`src/rtl/video_postproc.sv`:
```
// Output-domain post-processing: fade expansion, scanline darkening and border masking.
// Configuration is shadowed on the vsync leading edge so a frame never sees a mid-frame change.
module video_postproc #(
  parameter int NUM_CH    = 3,
  parameter int IN_BITS   = 4,
  parameter int FADE_BITS = 4,
  parameter int OUT_BITS  = 8,
  parameter int HCNT_W    = 12,
  parameter int VCNT_W    = 11
) (
  input  logic                         pclk_act,
  input  logic                         reset_n,
  input  logic [HCNT_W-1:0]            hcnt_in,
  input  logic [VCNT_W-1:0]            vcnt_in,
  input  logic [2:0]                   line_id_in,
  input  logic [2:0]                   col_id_in,
  input  logic                         hsync_in,
  input  logic                         vsync_in,
  input  logic                         de_in,
  input  logic [NUM_CH*IN_BITS-1:0]    pix_in,
  input  logic [FADE_BITS-1:0]         fade_in,
  input  logic [1:0]                   cfg_sl_mode,
  input  logic [OUT_BITS-1:0]          cfg_sl_str,
  input  logic [7:0]                   cfg_sl_mask,
  input  logic [HCNT_W-1:0]            cfg_h_start,
  input  logic [HCNT_W-1:0]            cfg_h_active,
  input  logic [HCNT_W-1:0]            cfg_h_mask,
  input  logic [VCNT_W-1:0]            cfg_v_start,
  input  logic [VCNT_W-1:0]            cfg_v_active,
  input  logic [VCNT_W-1:0]            cfg_v_mask,
  input  logic [3:0]                   cfg_mask_br,
  output logic [NUM_CH*OUT_BITS-1:0]   pix_out,
  output logic                         hsync_out,
  output logic                         vsync_out,
  output logic                         de_out,
  output logic                         frame_parity
);

  localparam int PW = IN_BITS + FADE_BITS + 1;
  localparam int SW = (PW > OUT_BITS) ? PW : OUT_BITS;
  localparam int HS = HCNT_W + 2;
  localparam int VS = VCNT_W + 2;
  localparam logic [SW-1:0] OUT_MAX = SW'({OUT_BITS{1'b1}});

  logic [1:0]          sh_sl_mode;
  logic [OUT_BITS-1:0] sh_sl_str;
  logic [7:0]          sh_sl_mask;
  logic [HCNT_W-1:0]   sh_h_start, sh_h_active, sh_h_mask;
  logic [VCNT_W-1:0]   sh_v_start, sh_v_active, sh_v_mask;
  logic [3:0]          sh_mask_br;
  logic                vs_prev;
  logic                vs_edge;

  assign vs_edge = vs_prev & ~vsync_in;

  always_ff @(posedge pclk_act or negedge reset_n) begin
    if (!reset_n) begin
      vs_prev      <= 1'b1;
      frame_parity <= 1'b0;
      sh_sl_mode   <= '0;
      sh_sl_str    <= '0;
      sh_sl_mask   <= '0;
      sh_h_start   <= '0;
      sh_h_active  <= '0;
      sh_h_mask    <= '0;
      sh_v_start   <= '0;
      sh_v_active  <= '0;
      sh_v_mask    <= '0;
      sh_mask_br   <= '0;
    end else begin
      vs_prev <= vsync_in;
      if (vs_edge) begin
        frame_parity <= ~frame_parity;
        sh_sl_mode   <= cfg_sl_mode;
        sh_sl_str    <= cfg_sl_str;
        sh_sl_mask   <= cfg_sl_mask;
        sh_h_start   <= cfg_h_start;
        sh_h_active  <= cfg_h_active;
        sh_h_mask    <= cfg_h_mask;
        sh_v_start   <= cfg_v_start;
        sh_v_active  <= cfg_v_active;
        sh_v_mask    <= cfg_v_mask;
        sh_mask_br   <= cfg_mask_br;
      end
    end
  end

  // Pipeline registers; index n of a delay line is n cycles after its first capture.
  logic [HCNT_W-1:0]          hcnt_q;
  logic [VCNT_W-1:0]          vcnt_q;
  logic [2:0]                 line_d [4];
  logic [2:0]                 col_d  [4];
  logic [3:0]                 mask_d;
  logic [2:0]                 sync_d [4];
  logic [NUM_CH*IN_BITS-1:0]  pix_q;
  logic [FADE_BITS-1:0]       fade_q;
  logic [NUM_CH*OUT_BITS-1:0] f_q, s_q;

  // Signed bounds so a border wider than the active window masks everything instead of wrapping.
  logic signed [HS-1:0] h_pos, h_lo, h_hi;
  logic signed [VS-1:0] v_pos, v_lo, v_hi;
  logic                 mask_now;

  always_comb begin
    h_pos = $signed({2'b00, hcnt_q});
    h_lo  = $signed({2'b00, sh_h_start}) + $signed({2'b00, sh_h_mask});
    h_hi  = $signed({2'b00, sh_h_start}) + $signed({2'b00, sh_h_active})
          - $signed({2'b00, sh_h_mask});
    v_pos = $signed({2'b00, vcnt_q});
    v_lo  = $signed({2'b00, sh_v_start}) + $signed({2'b00, sh_v_mask});
    v_hi  = $signed({2'b00, sh_v_start}) + $signed({2'b00, sh_v_active})
          - $signed({2'b00, sh_v_mask});
    mask_now = (h_pos < h_lo) || (h_pos >= h_hi) || (v_pos < v_lo) || (v_pos >= v_hi);
  end

  logic [PW-1:0]              prod;
  logic [NUM_CH*OUT_BITS-1:0] fade_val;

  always_comb begin
    prod     = '0;
    fade_val = '0;
    for (int c = 0; c < NUM_CH; c++) begin
      prod = PW'(pix_q[c*IN_BITS +: IN_BITS]) * (PW'(fade_q) + PW'(2));
      if (SW'(prod) > OUT_MAX) fade_val[c*OUT_BITS +: OUT_BITS] = '1;
      else                     fade_val[c*OUT_BITS +: OUT_BITS] = OUT_BITS'(prod);
    end
  end

  logic                       dark;
  logic [OUT_BITS-1:0]        ch;
  logic [NUM_CH*OUT_BITS-1:0] sl_val;

  always_comb begin
    case (sh_sl_mode)
      2'd1:    dark = sh_sl_mask[line_d[3]];
      2'd2:    dark = (col_d[3] == 3'd0);
      2'd3:    dark = sh_sl_mask[line_d[3]] ^ frame_parity;
      default: dark = 1'b0;
    endcase
    ch     = '0;
    sl_val = f_q;
    if (dark) begin
      for (int c = 0; c < NUM_CH; c++) begin
        ch = f_q[c*OUT_BITS +: OUT_BITS];
        sl_val[c*OUT_BITS +: OUT_BITS] = (ch > sh_sl_str) ? ch - sh_sl_str : '0;
      end
    end
  end

  logic [OUT_BITS-1:0]        br_val;
  logic [NUM_CH*OUT_BITS-1:0] bd_val;

  assign br_val = {sh_mask_br, {(OUT_BITS-4){1'b0}}};
  assign bd_val = mask_d[3] ? {NUM_CH{br_val}} : s_q;

  always_ff @(posedge pclk_act or negedge reset_n) begin
    if (!reset_n) begin
      hcnt_q    <= '0;
      vcnt_q    <= '0;
      mask_d    <= '0;
      pix_q     <= '0;
      fade_q    <= '0;
      f_q       <= '0;
      s_q       <= '0;
      pix_out   <= '0;
      hsync_out <= 1'b1;
      vsync_out <= 1'b1;
      de_out    <= 1'b0;
      for (int i = 0; i < 4; i++) begin
        line_d[i] <= '0;
        col_d[i]  <= '0;
        sync_d[i] <= 3'b110;
      end
    end else begin
      hcnt_q    <= hcnt_in;
      vcnt_q    <= vcnt_in;
      line_d[0] <= line_id_in;
      col_d[0]  <= col_id_in;
      mask_d    <= {mask_d[2:0], mask_now};
      sync_d[0] <= {hsync_in, vsync_in, de_in};
      for (int i = 1; i < 4; i++) begin
        line_d[i] <= line_d[i-1];
        col_d[i]  <= col_d[i-1];
        sync_d[i] <= sync_d[i-1];
      end
      pix_q     <= pix_in;
      fade_q    <= fade_in;
      f_q       <= fade_val;
      s_q       <= sl_val;
      pix_out   <= bd_val;
      {hsync_out, vsync_out, de_out} <= sync_d[3];
    end
  end

endmodule

```
`config.mk`:
```
export PLATFORM = sky130hd
export DESIGN_NAME = video_postproc
export DESIGN_NICKNAME = d
export VERILOG_FILES = /design/src/rtl/video_postproc.sv
export SDC_FILE = /design/constraint.sdc
export NUM_CORES = 1
export LEC_CHECK = 0
export ABC_AREA = 1
export CAP_MARGIN = 15
export CORE_MARGIN = 2
export CORE_UTILIZATION = 33
export CTS_CLUSTER_DIAMETER = 60
export CTS_CLUSTER_SIZE = 20
export DETAILED_ROUTE_END_ITERATION = 10
export DONT_BUFFER_PORTS = 1
export SYNTH_ARGS = -nofsm -noshare
export SYNTH_HDL_FRONTEND = slang
export SYNTH_SLANG_ARGS = --single-unit
export TNS_END_PERCENT = 50
```
`constraint.sdc`:
```
create_clock -name pclk_act -period 4.8 [get_ports pclk_act]
set_input_delay 0.48 -clock pclk_act [delete_from_list [all_inputs] [get_ports pclk_act]]
set_output_delay 0.48 -clock pclk_act [all_outputs]
set_load 0.005 [all_outputs]
```
Yosys cells after proc, flatten, opt, wreduce, memory -nomap -nowiden --
Index checks and enable logic that the tools add are counted.
Cells by class: $add $sub $neg 10, bitwise operators 4, divide/modulo/power cells 0, equality and inequality tests 3, shift-type cells 0, mux-type cells 11, order comparisons 11, multipliers 3, reductions and logical operators 4
Operator list (number):
- 2-to-1 mux 24 bit | 2
- 2-to-1 mux 8 bit | 6
- greater-than comparator 9 x 8 -> 1 bit, second input constant | 3
- adder 12 x 12 -> 13 bit | 2
- adder 11 x 11 -> 12 bit | 2
- greater-than comparator 8 bit | 3
- subtractor 8 bit | 3
- multiplier 4 x 9 -> 9 bit | 2
- >= comparator 13 x 14 -> 1 bit | 1
- subtractor 13 x 12 -> 14 bit | 1
- >= comparator 12 x 13 -> 1 bit | 1
- less-than comparator 12 x 13 -> 1 bit | 1
- subtractor 12 x 11 -> 13 bit | 1
- less-than comparator 11 x 12 -> 1 bit | 1
- multiplier 4 x 5 -> 9 bit | 1
- adder 4 x 2 -> 5 bit, second input constant | 1
- equality test 2 bit, second input constant | 2
- less-than comparator 3 x 4 -> 1 bit, second input constant | 1
- binary-select mux 1 bit (select 3 bit) | 1
- zero test 3 bit | 1
- logical OR 1 bit | 3
- one-hot mux 1 bit (3 select lines) | 1
- equality test 2 x 1 -> 1 bit, second input constant | 1
- NOT 1 bit | 2
- other kinds (3) | 3
Storage, ports and cells: RAM bits 0, word-level logic and storage cells 81, latch bits 0, register bits after elaboration 247, memory bits (read-only) 0, memories kept 0, input bits 141, output and inout port bits 28

Longest topological paths before layout --
word-level depth 6, depth in mapped cells 23, gate-level depth less buffers 23

Worst setup path before layout --
OpenSTA, ideal clock, no wires.
path type reg2reg, from reg fade_q[1], to reg f_q[12], clock period less this slack 3615 ps, required time 4659 ps, stages on the path, launching flop included 17, buffers on the path 1, library setup time 141 ps, setup slack 1185 ps, arrival time 3475 ps, cells stage by stage dfrtp_1 > ha_1 > clkbuf_1 > nand2_1 > fa_1 > fa_1 > inv_1 > fa_1 > nand2_1 > inv_1 > o21ai_1 > nand2_1 > nand2_1 > nand2_1 > a21oi_1 > xor2_2 > o21ai_0
On the way: word-level cells in the longest chain between the ends 4
RTL lines:
- start: declaration | RTL line 96 | logic [FADE_BITS-1:0] fade_q;
- start signal: assignment | RTL line 187 | fade_q <= fade_in;
- adder 4 x 2 -> 5 bit * | RTL line 123 | prod = PW'(pix_q[c*IN_BITS +: IN_BITS]) * (PW'(fade_q) + PW'(2));
- multiplier 4 x 9 -> 9 bit * | RTL line 123
- greater-than comparator 9 x 8 -> 1 bit | RTL line 124 | if (SW'(prod) > OUT_MAX) fade_val[c*OUT_BITS +: OUT_BITS] = '1;
- 2-to-1 mux 8 bit * | RTL line 124
- net fade_val[12] | RTL line 117 | logic [NUM_CH*OUT_BITS-1:0] fade_val;
- end signal: assignment | RTL line 188 | f_q <= fade_val;
- end: declaration | RTL line 97 | logic [NUM_CH*OUT_BITS-1:0] f_q, s_q;
The timed path passes the listed nets; every way through them passes the cells marked *. A chain may end at the register's enable or synchronous reset.

Worst setup path after layout --
Same ends and word-level chain as after synthesis.

==> impl_metrics.json <==
{
  "status": "complete, but fails checks",
  "violations": "negative hold slack",
  "ys.warnings.count": 0,
  "drt_iter0_markers": 606,
  "routed_wire_length_per_instance_um": 14.70,
  "hpwl_mm": 26.29,
  "post-route-util_pct": 38.82,
  "sw_frac_of_total_pct": 38.86,
  "cts_hold_buf": 60,
  "fmax_ghz": 0.2462,
  "synth_edf_count": 0,
  "post_cts_buffers": 0,
  "path_cells": "ha_1, nand2_1, fa_1, fa_1, inv_1, fa_1, nand2_1, inv_1, o21ai_1, nand2_1, nand2_1, nand2_1, a21oi_1, xor2_2, o21ai_0",
  "clk_latency_ps": 580,
  "ys_types": 40,
  "crit_required_ps": 5230,
  "async_flop_share_pct": 100.0,
  "synth_area_per_cell_um2": 8.853,
  "cp_slowest_stage_delay_ps": 600,
  "ios": 169,
  "layout_commonest_cell": "inv_1",
  "rrSetupSlack_ps": 740,
  "combPwrFrac_pct": 39.0,
  "critical_path_class": "reg -> reg",
  "cts-resized-gates": 0,
  "core_area_mm2": 0.04441,
  "fin_worst_skew_ps": 13.61,
  "tns_ps": 0,
  "ys_ff_latch": 246,
  "p_seq_share_pct": 31.6,
  "firstDrtPassIters": 5,
  "syn_area_mm2": 0.01494,
  "period_minus_slack_ps": 4062,
  "slowest_stage": "ha_1",
  "crit_path_end_kind": "register",
  "worst_ep_arrival_time_ps": 4490,
  "setup_viol": 0,
  "gr-total-overflow": 0,
  "max-vdd-ir-drop_v": 0.0002796,
  "numClockSinks": 246,
  "grt_pass1_wl_mm": 57.35,
  "fin_hold_ws_ps": -396.2,
  "worst_r2r_path_depth": 15,
  "slew_headroom_pct": 21.40,
  "die_w_um": 216.7,
  "synthFlopType": "dfrtp_1",
  "rows": 77,
  "synthCells": 1687,
  "design.die.area_mm2": 0.04698,
  "grt_antenna_before_repair": 6,
  "io_buffers": 0,
  "cellPowerDensity_mw_per_mm2": 470.7,
  "htreeDepth": 1,
  "die_h_um": 216.7,
  "critical_path_depth": 15,
  "tritoncts": "built",
  "clkTransAtPathRegs_ps": 80,
  "crit_path_frequent_cell": "nand2_1",
  "vias": 10920,
  "cpLargestDelayFamily": "adder cells",
  "drc": 0,
  "synth_nets": 2051,
  "postRouteWirelength_mm": 34.83,
  "tightest_slew_ps": 1176,
  "cp-start-kind": "register",
  "grt_pass1_vias": 11190,
  "synth_seq_area_share_pct": 41.30,
  "path_buf_inv": 2,
  "areaGrowthSynthToFinish_pct": 15.43,
  "grt_setup_unrepaired": "no",
  "grt_usage_pct": 15.10,
  "nNetsFinal": 2112,
  "path_max_fanout": 12,
  "drv_slew": 0,
  "vias_per_cell": 4.608,
  "rr_startpoint": "fade_q[1]",
  "initial_core_util_pct": 33.63,
  "fin_crit_sh_pct": 84.62,
  "finalHoldViolations": 236,
  "power.internal_mw": 4.961,
  "grt_max_degree": 247,
  "r2r_end": "f_q[12]",
  "hold_class": "in -> async",
  "drv_cap": 0,
  "mostFrequentLayoutCells": "297 x inv_1, 295 x nand2_1, 236 x dfrtp_1",
  "cts_buffers": 30,
  "gp_congestion": 0.8862,
  "drtAntennaViolNets": 0,
  "ctsRootBufferMaster": "clkbuf_16",
  "p_sw_mw": 3.154,
  "p_leak_nw": 9.035,
  "clockBufferDepth": 3,
  "fill_cells": 4388,
  "pwr-share-clk_pct": 29.4,
  "drive_gt1_share_pct": 5.587
}
==> area by class of cell <==
cell class                 instances  area, um2  area share (%)
timing repair buffer              61      620.6           3.600
clock inverter                    24      292.8           1.698
antenna                            5      12.51         0.07257
tap                              592      740.7           4.296
clock buffer                      32      778.2           4.514
inverter                         298       1119           6.488
sequential                       246       6168           35.78
multi-input combinational       1111       7508           43.55
==> worst max-delay path by stage <==
stage                     endpoint  startpoint
after floorplan            f_q[12]   fade_q[1]
after global placement     f_q[20]   fade_q[1]
after detailed placement   f_q[16]   fade_q[1]
after CTS                  f_q[16]   fade_q[1]
after global routing       f_q[16]   fade_q[1]
final                      f_q[12]   fade_q[1]
==> cell usage after synthesis, types with 2 or more instances <==
cell type	instances	area share (%)
a21oi_1	144	4.8
a31oi_1	7	0.29
buf_1	4	0.10
buf_2	4	0.13
buf_4	2	0.10
buf_6	2	0.15
clkbuf_1	20	0.50
dfrtp_1	236	40
dfstp_2	10	1.8
fa_1	46	6.2
ha_1	177	15
inv_1	297	7.5
mux2_2	20	1.5
nand2_1	296	7.4
nand3_1	44	1.5
nand4_1	35	1.5
nor2_1	194	4.9
nor3_1	14	0.47
nor3b_1	4	0.20
nor4_1	3	0.13
o211ai_1	2	0.10
o21a_1	2	0.10
o21ai_0	36	1.2
o21ai_1	5	0.17
o21bai_1	7	0.35
o31ai_1	2	0.10
or2_2	3	0.13
xnor2_1	24	1.4
xor2_1	34	2.0
xor2_2	3	0.33
==> state kept, by name, summed over array words and instances, names as in the netlist, 2 cells and up <==
name         flops
fade_q           4
col_d           12
sh_v_start      11
vcnt_q          11
sh_v_mask       11
hcnt_q          12
s_q             24
pix_out         24
sh_sl_mode       2
line_d          12
sh_h_start      12
sh_v_active     11
sh_sl_mask       8
sh_sl_str        8
f_q             24
sync_d          12
pix_q           12
mask_d           4
sh_mask_br       4
sh_h_active     12
sh_h_mask       12
==> kinds of logic after synthesis <==
kind of cell    after synthesis  share of synthesized area (%)
compound gates              211                          7.498
xor+xnor                     61                          3.728
fa+ha+maj                   223                          20.99
buf+inv                     330                          8.478
flops                       246                          41.30
mux                          20                          1.508
simple gates                596                          16.50
==> metal layers <==
metal,share of wire [%],global-route usage [%]
met2,47,25.29
met4,2.8,4.155
met5,0.086,0
met3,5.9,3.117
met1,44,19.81
==> power by group through the flow <==
stage	sequential, mW	combinational, mW	clock (mW)
2_1_floorplan	2.52	2.50	0
3_3_place_gp	2.60	3.03	0
3_5_place_dp	2.61	3.13	0
4_1_cts	2.57	3.19	2.47
5_1_grt	2.60	3.69	2.56
6_report	2.56	3.16	2.39
==> through the flow <==
stage | worst slack [ps] | cell area [um2] | std cells | hold slack [ps] | total power, mW
floorplan | 1185 | 14940 | 1687 | 184.4 | 5.022
CTS | 715.0 | 17230 | 2364 | -452.8 | 8.232
finish | 738.1 | 17240 | 2369 | -396.2 | 8.115
detailed placement | 723.9 | 15560 | 2248 | 202.5 | 5.737
global route | 398.6 | 17230 | 2366 | -445.9 | 8.856
global placement | 883.0 | 15560 | 2248 | 190.4 | 5.633
Note: power is estimated with default switching activity, not from simulation.
